===== src/rtl/pixel_sink.sv =====
`default_nettype none
// ============================================================================
// Module   : pixel_sink
// Brief    : Buffers sprite pixels in a small FIFO and forwards them to a
//            framebuffer write port. Also runs a full-screen black clear
//            once any queued pixels have been flushed.
// Revision : 1.0 - initial release
// ============================================================================
module pixel_sink #(
  parameter int DEPTH = 8,
  parameter int X_MAX = 159,
  parameter int Y_MAX = 119
) (
  input  logic       clk,
  input  logic       reset,
  input  logic       plot,
  input  logic [7:0] x,
  input  logic [6:0] y,
  input  logic [2:0] colour,
  output logic       in_ready,
  input  logic       clear_req,
  input  logic       vga_busy,
  output logic       vga_plot,
  output logic [7:0] vga_x,
  output logic [6:0] vga_y,
  output logic [2:0] vga_colour,
  output logic       clear_done,
  output logic       overflow,
  output logic       dropped,
  output logic [4:0] fill
);

  localparam int         PW      = (DEPTH > 1) ? $clog2(DEPTH) : 1;
  localparam logic [4:0] DEPTH_F = 5'(DEPTH);
  localparam logic [7:0] XM      = 8'(X_MAX);
  localparam logic [6:0] YM      = 7'(Y_MAX);

  typedef enum logic [1:0] {
    DRAIN = 2'd0,
    FLUSH = 2'd1,
    CLEAR = 2'd2
  } state_t;

  state_t        state, state_next;
  logic [17:0]   mem [DEPTH];
  logic [PW-1:0] wr_ptr, rd_ptr;
  logic [7:0]    sweep_x;
  logic [6:0]    sweep_y;

  logic in_range, push, pop, clr_wr, sweep_last;

  // Handshake and datapath qualifiers shared by the FIFO, FSM and output stage.
  always_comb begin
    in_ready   = (state == DRAIN) && (fill < DEPTH_F);
    in_range   = (x <= XM) && (y <= YM);
    push       = plot && in_ready && in_range;
    pop        = (state != CLEAR) && (fill != 5'd0) && !vga_busy;
    clr_wr     = (state == CLEAR) && !vga_busy;
    sweep_last = (sweep_x == XM) && (sweep_y == YM);
  end

  // FIFO storage; contents need no reset because fill gates every read.
  always_ff @(posedge clk) begin
    if (push) begin
      mem[wr_ptr] <= {x, y, colour};
    end
  end

  // FIFO pointers and occupancy; power-of-two depth lets pointers wrap freely.
  always_ff @(posedge clk or posedge reset) begin
    if (reset) begin
      wr_ptr <= '0;
      rd_ptr <= '0;
      fill   <= 5'd0;
    end else begin
      if (push) wr_ptr <= wr_ptr + PW'(1);
      if (pop)  rd_ptr <= rd_ptr + PW'(1);
      case ({push, pop})
        2'b10:   fill <= fill + 5'd1;
        2'b01:   fill <= fill - 5'd1;
        default: fill <= fill;
      endcase
    end
  end

  // State register.
  always_ff @(posedge clk or posedge reset) begin
    if (reset) begin
      state <= DRAIN;
    end else begin
      state <= state_next;
    end
  end

  // Next-state logic; a clear only starts once the FIFO is (about to be) empty.
  always_comb begin
    state_next = state;
    case (state)
      DRAIN: begin
        if (clear_req) begin
          if ((fill == 5'd0) || ((fill == 5'd1) && pop)) begin
            state_next = CLEAR;
          end else begin
            state_next = FLUSH;
          end
        end
      end
      FLUSH: begin
        if (pop && (fill == 5'd1)) begin
          state_next = CLEAR;
        end
      end
      CLEAR: begin
        if (clr_wr && sweep_last) begin
          state_next = DRAIN;
        end
      end
      default: state_next = DRAIN;
    endcase
  end

  // Clear sweep counters: x is the inner loop, held whenever the port is busy.
  always_ff @(posedge clk or posedge reset) begin
    if (reset) begin
      sweep_x <= 8'd0;
      sweep_y <= 7'd0;
    end else if (clr_wr) begin
      if (sweep_x == XM) begin
        sweep_x <= 8'd0;
        sweep_y <= (sweep_y == YM) ? 7'd0 : sweep_y + 7'd1;
      end else begin
        sweep_x <= sweep_x + 8'd1;
      end
    end
  end

  // Registered framebuffer write port plus status pulses and sticky overflow.
  always_ff @(posedge clk or posedge reset) begin
    if (reset) begin
      vga_plot   <= 1'b0;
      vga_x      <= 8'd0;
      vga_y      <= 7'd0;
      vga_colour <= 3'd0;
      clear_done <= 1'b0;
      dropped    <= 1'b0;
      overflow   <= 1'b0;
    end else begin
      vga_plot   <= pop || clr_wr;
      clear_done <= clr_wr && sweep_last;
      dropped    <= plot && in_ready && !in_range;
      overflow   <= overflow || (plot && !in_ready);
      if (pop) begin
        {vga_x, vga_y, vga_colour} <= mem[rd_ptr];
      end else if (clr_wr) begin
        vga_x      <= sweep_x;
        vga_y      <= sweep_y;
        vga_colour <= 3'd0;
      end
    end
  end

endmodule
`default_nettype wire


===== config.mk =====
export PLATFORM = sky130hd
export DESIGN_NAME = pixel_sink
export DESIGN_NICKNAME = d
export VERILOG_FILES = /design/src/rtl/pixel_sink.sv
export SDC_FILE = /design/constraint.sdc
export NUM_CORES = 1
export LEC_CHECK = 0
export CAP_MARGIN = 20
export CORE_MARGIN = 2
export CORE_UTILIZATION = 58
export DETAILED_ROUTE_END_ITERATION = 8
export PLACE_DENSITY = 0.78
export SETUP_SLACK_MARGIN = 0.15
export SLEW_MARGIN = 20
export SYNTH_ARGS = -nofsm -noshare
export SYNTH_HDL_FRONTEND = slang
export SYNTH_SLANG_ARGS = --single-unit

===== constraint.sdc =====
create_clock -name clk -period 3.44 [get_ports clk]
set_input_delay 0.688 -clock clk [delete_from_list [all_inputs] [get_ports clk]]
set_output_delay 0.688 -clock clk [all_outputs]
set_load 0.02 [all_outputs]

# [Word-level counts from Yosys, hierarchy flattened]
# Memory sizes are Yosys's and may differ from the RTL's.
# Cells that the tools add are included.
[totals] ff_bits=50 mem_bits_rw=144 input_bits=23 out_inout_bits=28 mem_count=1
[mem_list] memory="mem" words=8 word_bits=18 read_ports=1 rd_ports_with_merged_regs=0 wr=1 line_no="45" rtl="logic [17:0] mem [DEPTH];"
[classes] n_addsub=6 n_lt_le_gt_ge=3 eq_ne=11 mux=16 reduce_logical=25
[ops] operator="2-to-1 mux 8 bit" n=3
[ops] operator="2-to-1 mux 7 bit" n=3
[ops] operator="logical AND 1 bit" n=12
[ops] operator="case mux 5 bit (2 select lines)" n=1
[ops] operator="adder 8 x 1 -> 8 bit, second input constant" n=1
[ops] operator="equality test 8 bit, second input constant" n=1
[ops] operator="<= comparator 8 bit, second input constant" n=1
[ops] operator="2-to-1 mux 2 bit" n=4
[ops] operator="adder 7 x 1 -> 7 bit, second input constant" n=1
[ops] operator="equality test 7 bit, second input constant" n=1
[ops] operator="<= comparator 7 bit, second input constant" n=1
[ops] operator="adder 3 x 1 -> 3 bit, second input constant" n=2
[ops] operator="2-to-1 mux 3 bit" n=2
[ops] operator="!= test 2 bit, second input constant" n=3
[ops] operator="case mux 2 bit (3 select lines)" n=1
[ops] operator="adder 5 x 1 -> 5 bit, second input constant" n=1
[ops] operator="equality test 5 x 1 -> 1 bit, second input constant" n=1
[ops] operator="zero test 5 bit" n=1
[ops] operator="< comparator 5 x 4 -> 1 bit, second input constant" n=1
[ops] operator="nonzero test 5 bit" n=1
[ops] operator="subtractor 5 x 1 -> 5 bit, second input constant" n=1
[ops] operator="equality test 2 x 1 -> 1 bit, second input constant" n=2
[ops] operator="equality test 2 bit, second input constant" n=2
[ops] operator="nonzero test 2 bit" n=2
[ops] operator="7 further kinds" n=12

# [Logic depth before layout (Yosys ltp)]
[depth] word_depth=8 ltp_mapped=10 mapped_depth_nobuf=9

# [Worst setup path before layout]
# No wires, ideal clock.
[synth_path] path_type="reg2reg" start="reg fill[3]" end="mem mem[1][0] (enable)" setup_time_ps=416 arrival_time_ps=3505 slack_ps=-481 stages_incl_launch_ff=5 n_path_buf=0 period_less_slack_ps=3921 path_cell_list="dfrtp_1 -> nor4_1 -> nand4_1 -> or2_2 -> nor3_1"
[synth_between] elab_chain_len=6
[synth_lines] item="start, declared" line_no="30" rtl="output logic [4:0] fill"
[synth_lines] item="start signal, assigned" line_no="79" rtl="2'b10: fill <= fill + 5'd1;"
[synth_lines] item="start signal, assigned" line_no="80" rtl="2'b01: fill <= fill - 5'd1;"
[synth_lines] item="start signal, assigned" line_no="81" rtl="default: fill <= fill;"
[synth_lines] item="< comparator 5 x 4 -> 1 bit" line_no="54" rtl="in_ready = (state == DRAIN) && (fill < DEPTH_F);"
[synth_lines] item="logical AND 1 bit" line_no="54"
[synth_lines] item="named net in_ready" line_no="20" rtl="output logic in_ready,"
[synth_lines] item="logical AND 1 bit (2 in a row)" line_no="56" rtl="push = plot && in_ready && in_range;"
[synth_lines] item="2-to-1 mux 1 bit" line_no="64" rtl="if (push) begin"
[synth_lines] item="2-to-1 mux 1 bit (not written as such)" line_no="65" rtl="mem[wr_ptr] <= {x, y, colour};"
[synth_lines] item="end, declared" line_no="45"
# The timed path passes the listed nets, and every way through them passes these cells.

# [Worst setup path after layout]
[layout_path] start="reg fill[3]" end="out in_ready"
[layout_between] elab_chain_len=2
[layout_lines] item="< comparator 5 x 4 -> 1 bit" line_no="54"
[layout_lines] item="logical AND 1 bit" line_no="54"
[layout_lines] item="end, declared" line_no="20"
# No other way between the ends.

==> flow_metrics.env <==
export IMPL_synth_cells=436
export IMPL_drtIter0Drc=352
export IMPL_critPathTopFamily="buffers and inverters"
export IMPL_fin_cells=694
export IMPL_timing_critical_path_buf_inv=1
export IMPL_r2r_cells=5
export IMPL_die_area_um2=14300
export IMPL_hold_viol=0
export IMPL_holdPathEnd="overflow"
export IMPL_synthToLayoutAreaGrowth_pct=18.1
export IMPL_clock_latency_ns=0.42
export IMPL_overflow=0
export IMPL_async_flop_share=0.258
export IMPL_avgSynthCellArea_um2=17.7
export IMPL_num_vias=4060
export IMPL_io_buffers=50
export IMPL_gp_congestion=0.870
export IMPL_drive_above_1_share=0.185
export IMPL_status="complete, no violations"
export IMPL_cts_path_max_buffers=2
export IMPL_cts_resized_gates=0
export IMPL_fmax_mhz=344
export IMPL_critPathLaunch="fill[3]"
export IMPL_grt_pass1_wl_um=22800
export IMPL_die_w_um=120
export IMPL_yosys_area_share_simple=0.0601
export IMPL_netlist_area_um2=7740
export IMPL_finalSetupViolations=0
export IMPL_routed_wl_um=14000
export IMPL_insertedDiodeCount=0
export IMPL_worst_path_max_fanout=7
export IMPL_synth_top_area_share=0.559
export IMPL_min_from="overflow"
export IMPL_timing_slew_headroom=0.411
export IMPL_rows=42
export IMPL_vias_per_cell=5.85
export IMPL_path_clk_slew_ns=0.06
export IMPL_peakVddDrop_mv=0.323
export IMPL_max_cap_violations=0
export IMPL_drt_first_pass_iters=5
export IMPL_power_density_nw_per_um2=741
export IMPL_synth_warnings=0
export IMPL_start_util=0.589
export IMPL_worst_clock_skew_ns=0.00652
export IMPL_worstHoldPathType="register to register"
export IMPL_timing_rr_end="mem[1][10]"
export IMPL_tns_ns=0
export IMPL_clock_root_buffer="clkbuf_16"
export IMPL_crit_chain="nor4_2 > clkdlybuf4s50_1"
export IMPL_placed_cell_area_um2=8540
export IMPL_ys_types=43
export IMPL_crit_slowest_cell="clkdlybuf4s50_1"
export IMPL_synth_ff_type="edfxtp_1"
export IMPL_cp_end_kind="output port"
export IMPL_r2r_start="fill[3]"
export IMPL_fin_area_um2=9140
export IMPL_dp_final_hpwl_um=9300
export IMPL_leakage_nw=3.26
export IMPL_synth_xor_area_frac=0.0181
export IMPL_period_needed_ns=2.91
export IMPL_synth_nets=468
export IMPL_grt_pass1_vias=4170
export IMPL_slew_violations=0
export IMPL_timing_hold_ws_ns=0.486
export IMPL_routedWlPerCell_um=20.2
export IMPL_cts_tree="yes"
export IMPL_grt_max_degree=37
export IMPL_cts_hold_repair_buffers=0
export IMPL_crit_arrival_ns=2.22
export IMPL_cts_setup_buffers=0
export IMPL_mostFrequentLayoutCells="144 x edfxtp_1, 50 x clkdlybuf4s50_1, 48 x dfrtp_1, 36 x mux4_2, 21 x nand2_1"
export IMPL_dp_cells=662
export IMPL_ys_seq_area_frac=0.720
export IMPL_final_util=0.696
export IMPL_drc=0
export IMPL_regToRegSetupSlack_ns=0.82
export IMPL_holdPathStages=1
export IMPL_ios=51
export IMPL_final_common_cell="edfxtp_1"
export IMPL_cts_buffers=17
export IMPL_cts_htree_levels=4
export IMPL_ys_top_cells_by_area="edfxtp_1 56%, dfrtp_1 16%, mux4_2 10%"
export IMPL_min_period_over_period=0.845
export IMPL_synth_edf_count=144
export IMPL_synth_top_family_by_area="multiplexers"
export IMPL_rsz0062_at_grt="no"
export IMPL_crit_path_max_incr_delay_ns=0.73
export IMPL_coreArea_um2=13100
export IMPL_worstMarginPinSlew_ns=0.884
export IMPL_start_kind="register"
export IMPL_synth_compound_area_frac=0.0446
export IMPL_fillCellCount=822
export IMPL_antenna_found_initial=0
export IMPL_numClockSinks=194
export IMPL_nets=537
export IMPL_die_h_um=120
export IMPL_cp_required_ns=2.75
export IMPL_track_usage=0.217
export IMPL_yosys_area_share_adder=0.0146
export IMPL_yosys_area_top_type="edfxtp_1"
export IMPL_muxShareOfSynthArea=0.127
export IMPL_worstSetupPathType="register to output port"
export IMPL_ys_ff_latch=194
export IMPL_antenna_left=0
## state kept, by name (all words and copies together), names as in the netlist
register and count:
clear_done 1, dropped 1, fill 5, mem 144
overflow 1, rd_ptr 3, state 2, sweep_x 8
sweep_y 7, vga_colour 3, vga_plot 1, vga_x 8
vga_y 7, wr_ptr 3
## worst max-delay path by stage
| stage | endpoint | slack [ns] | cells after the start |
|---|---|---|---|
| 6_report | in_ready | 0.53 | 2 |
| 5_1_grt | in_ready | 0.46 | 2 |
| 4_1_cts | in_ready | 0.50 | 2 |
| 3_5_place_dp | mem[1][3] | 0.45 | 6 |
| 3_3_place_gp | mem[7][5] | 0.55 | 6 |
| 2_1_floorplan | mem[7][0] | 0.36 | 4 |
## power by group
part / internal [mW] / total (mW) / leakage [nW] / switching [mW]
combinational: 0.921 / 1.67 / 1.04 / 0.752
sequential: 2.73 / 3.11 / 1.92 / 0.380
clock: 1.20 / 1.99 / 0.291 / 0.787
total: 4.85 / 6.77 / 3.26 / 1.92
## area by class of cell
class | instances | area, um2 | share of cell area
sequential | 194 | 5580 | 0.610
multi-input combinational | 213 | 2060 | 0.226
timing repair buffer | 69 | 643 | 0.0703
clock buffer | 19 | 433 | 0.0474
tap | 176 | 220 | 0.0241
clock inverter | 13 | 166 | 0.0182
inverter | 10 | 37.5 | 0.00411
## kinds of logic after synthesis
group | after synthesis
AOI/OAI and AO/OA | 50
xor gates and xnor gates | 16
muxes | 53
adders and majority gates | 9
DFF | 194
buffers and inverters | 29
and+or+nand+nor | 85
## stage by stage
step           power, mW  worst slack (ns)
3_3_place_gp        4.81             0.545
6_report            6.77             0.532
2_1_floorplan       4.18             0.362
5_1_grt             7.10             0.460
4_1_cts             6.82             0.501
3_5_place_dp        4.84             0.451
## synth_stat cells, types with 3 or more instances
cell and n:
a221o_1 3, nand2_1 21, nor2b_1 3, a21oi_1 4
nor4_1 4, nand3_1 7, dfrtp_1 50, ha_1 9
nor3_1 4, and3_1 5, o21ai_0 20, xnor2_1 10
nor3b_1 3, edfxtp_1 144, mux4_2 36, clkbuf_1 12
nand4_1 8, mux2i_1 16, xor2_1 6, buf_2 7
nand2b_1 3, inv_1 10, nor2_1 14, a32oi_1 14
## routing by layer
metal / global-route usage / routed length, um / vias up / part of all wire
li1: - / - / 1869 / -
met4: 0.0787 / 72 / 0 / 0.0051
met1: 0.292 / 5940 / 2061 / 0.42
met3: 0.0452 / 818 / 4 / 0.058
met2: 0.356 / 7170 / 126 / 0.51
met5: 0 / 0 / - / 0
Note: power is estimated with default switching activity, not from simulation.
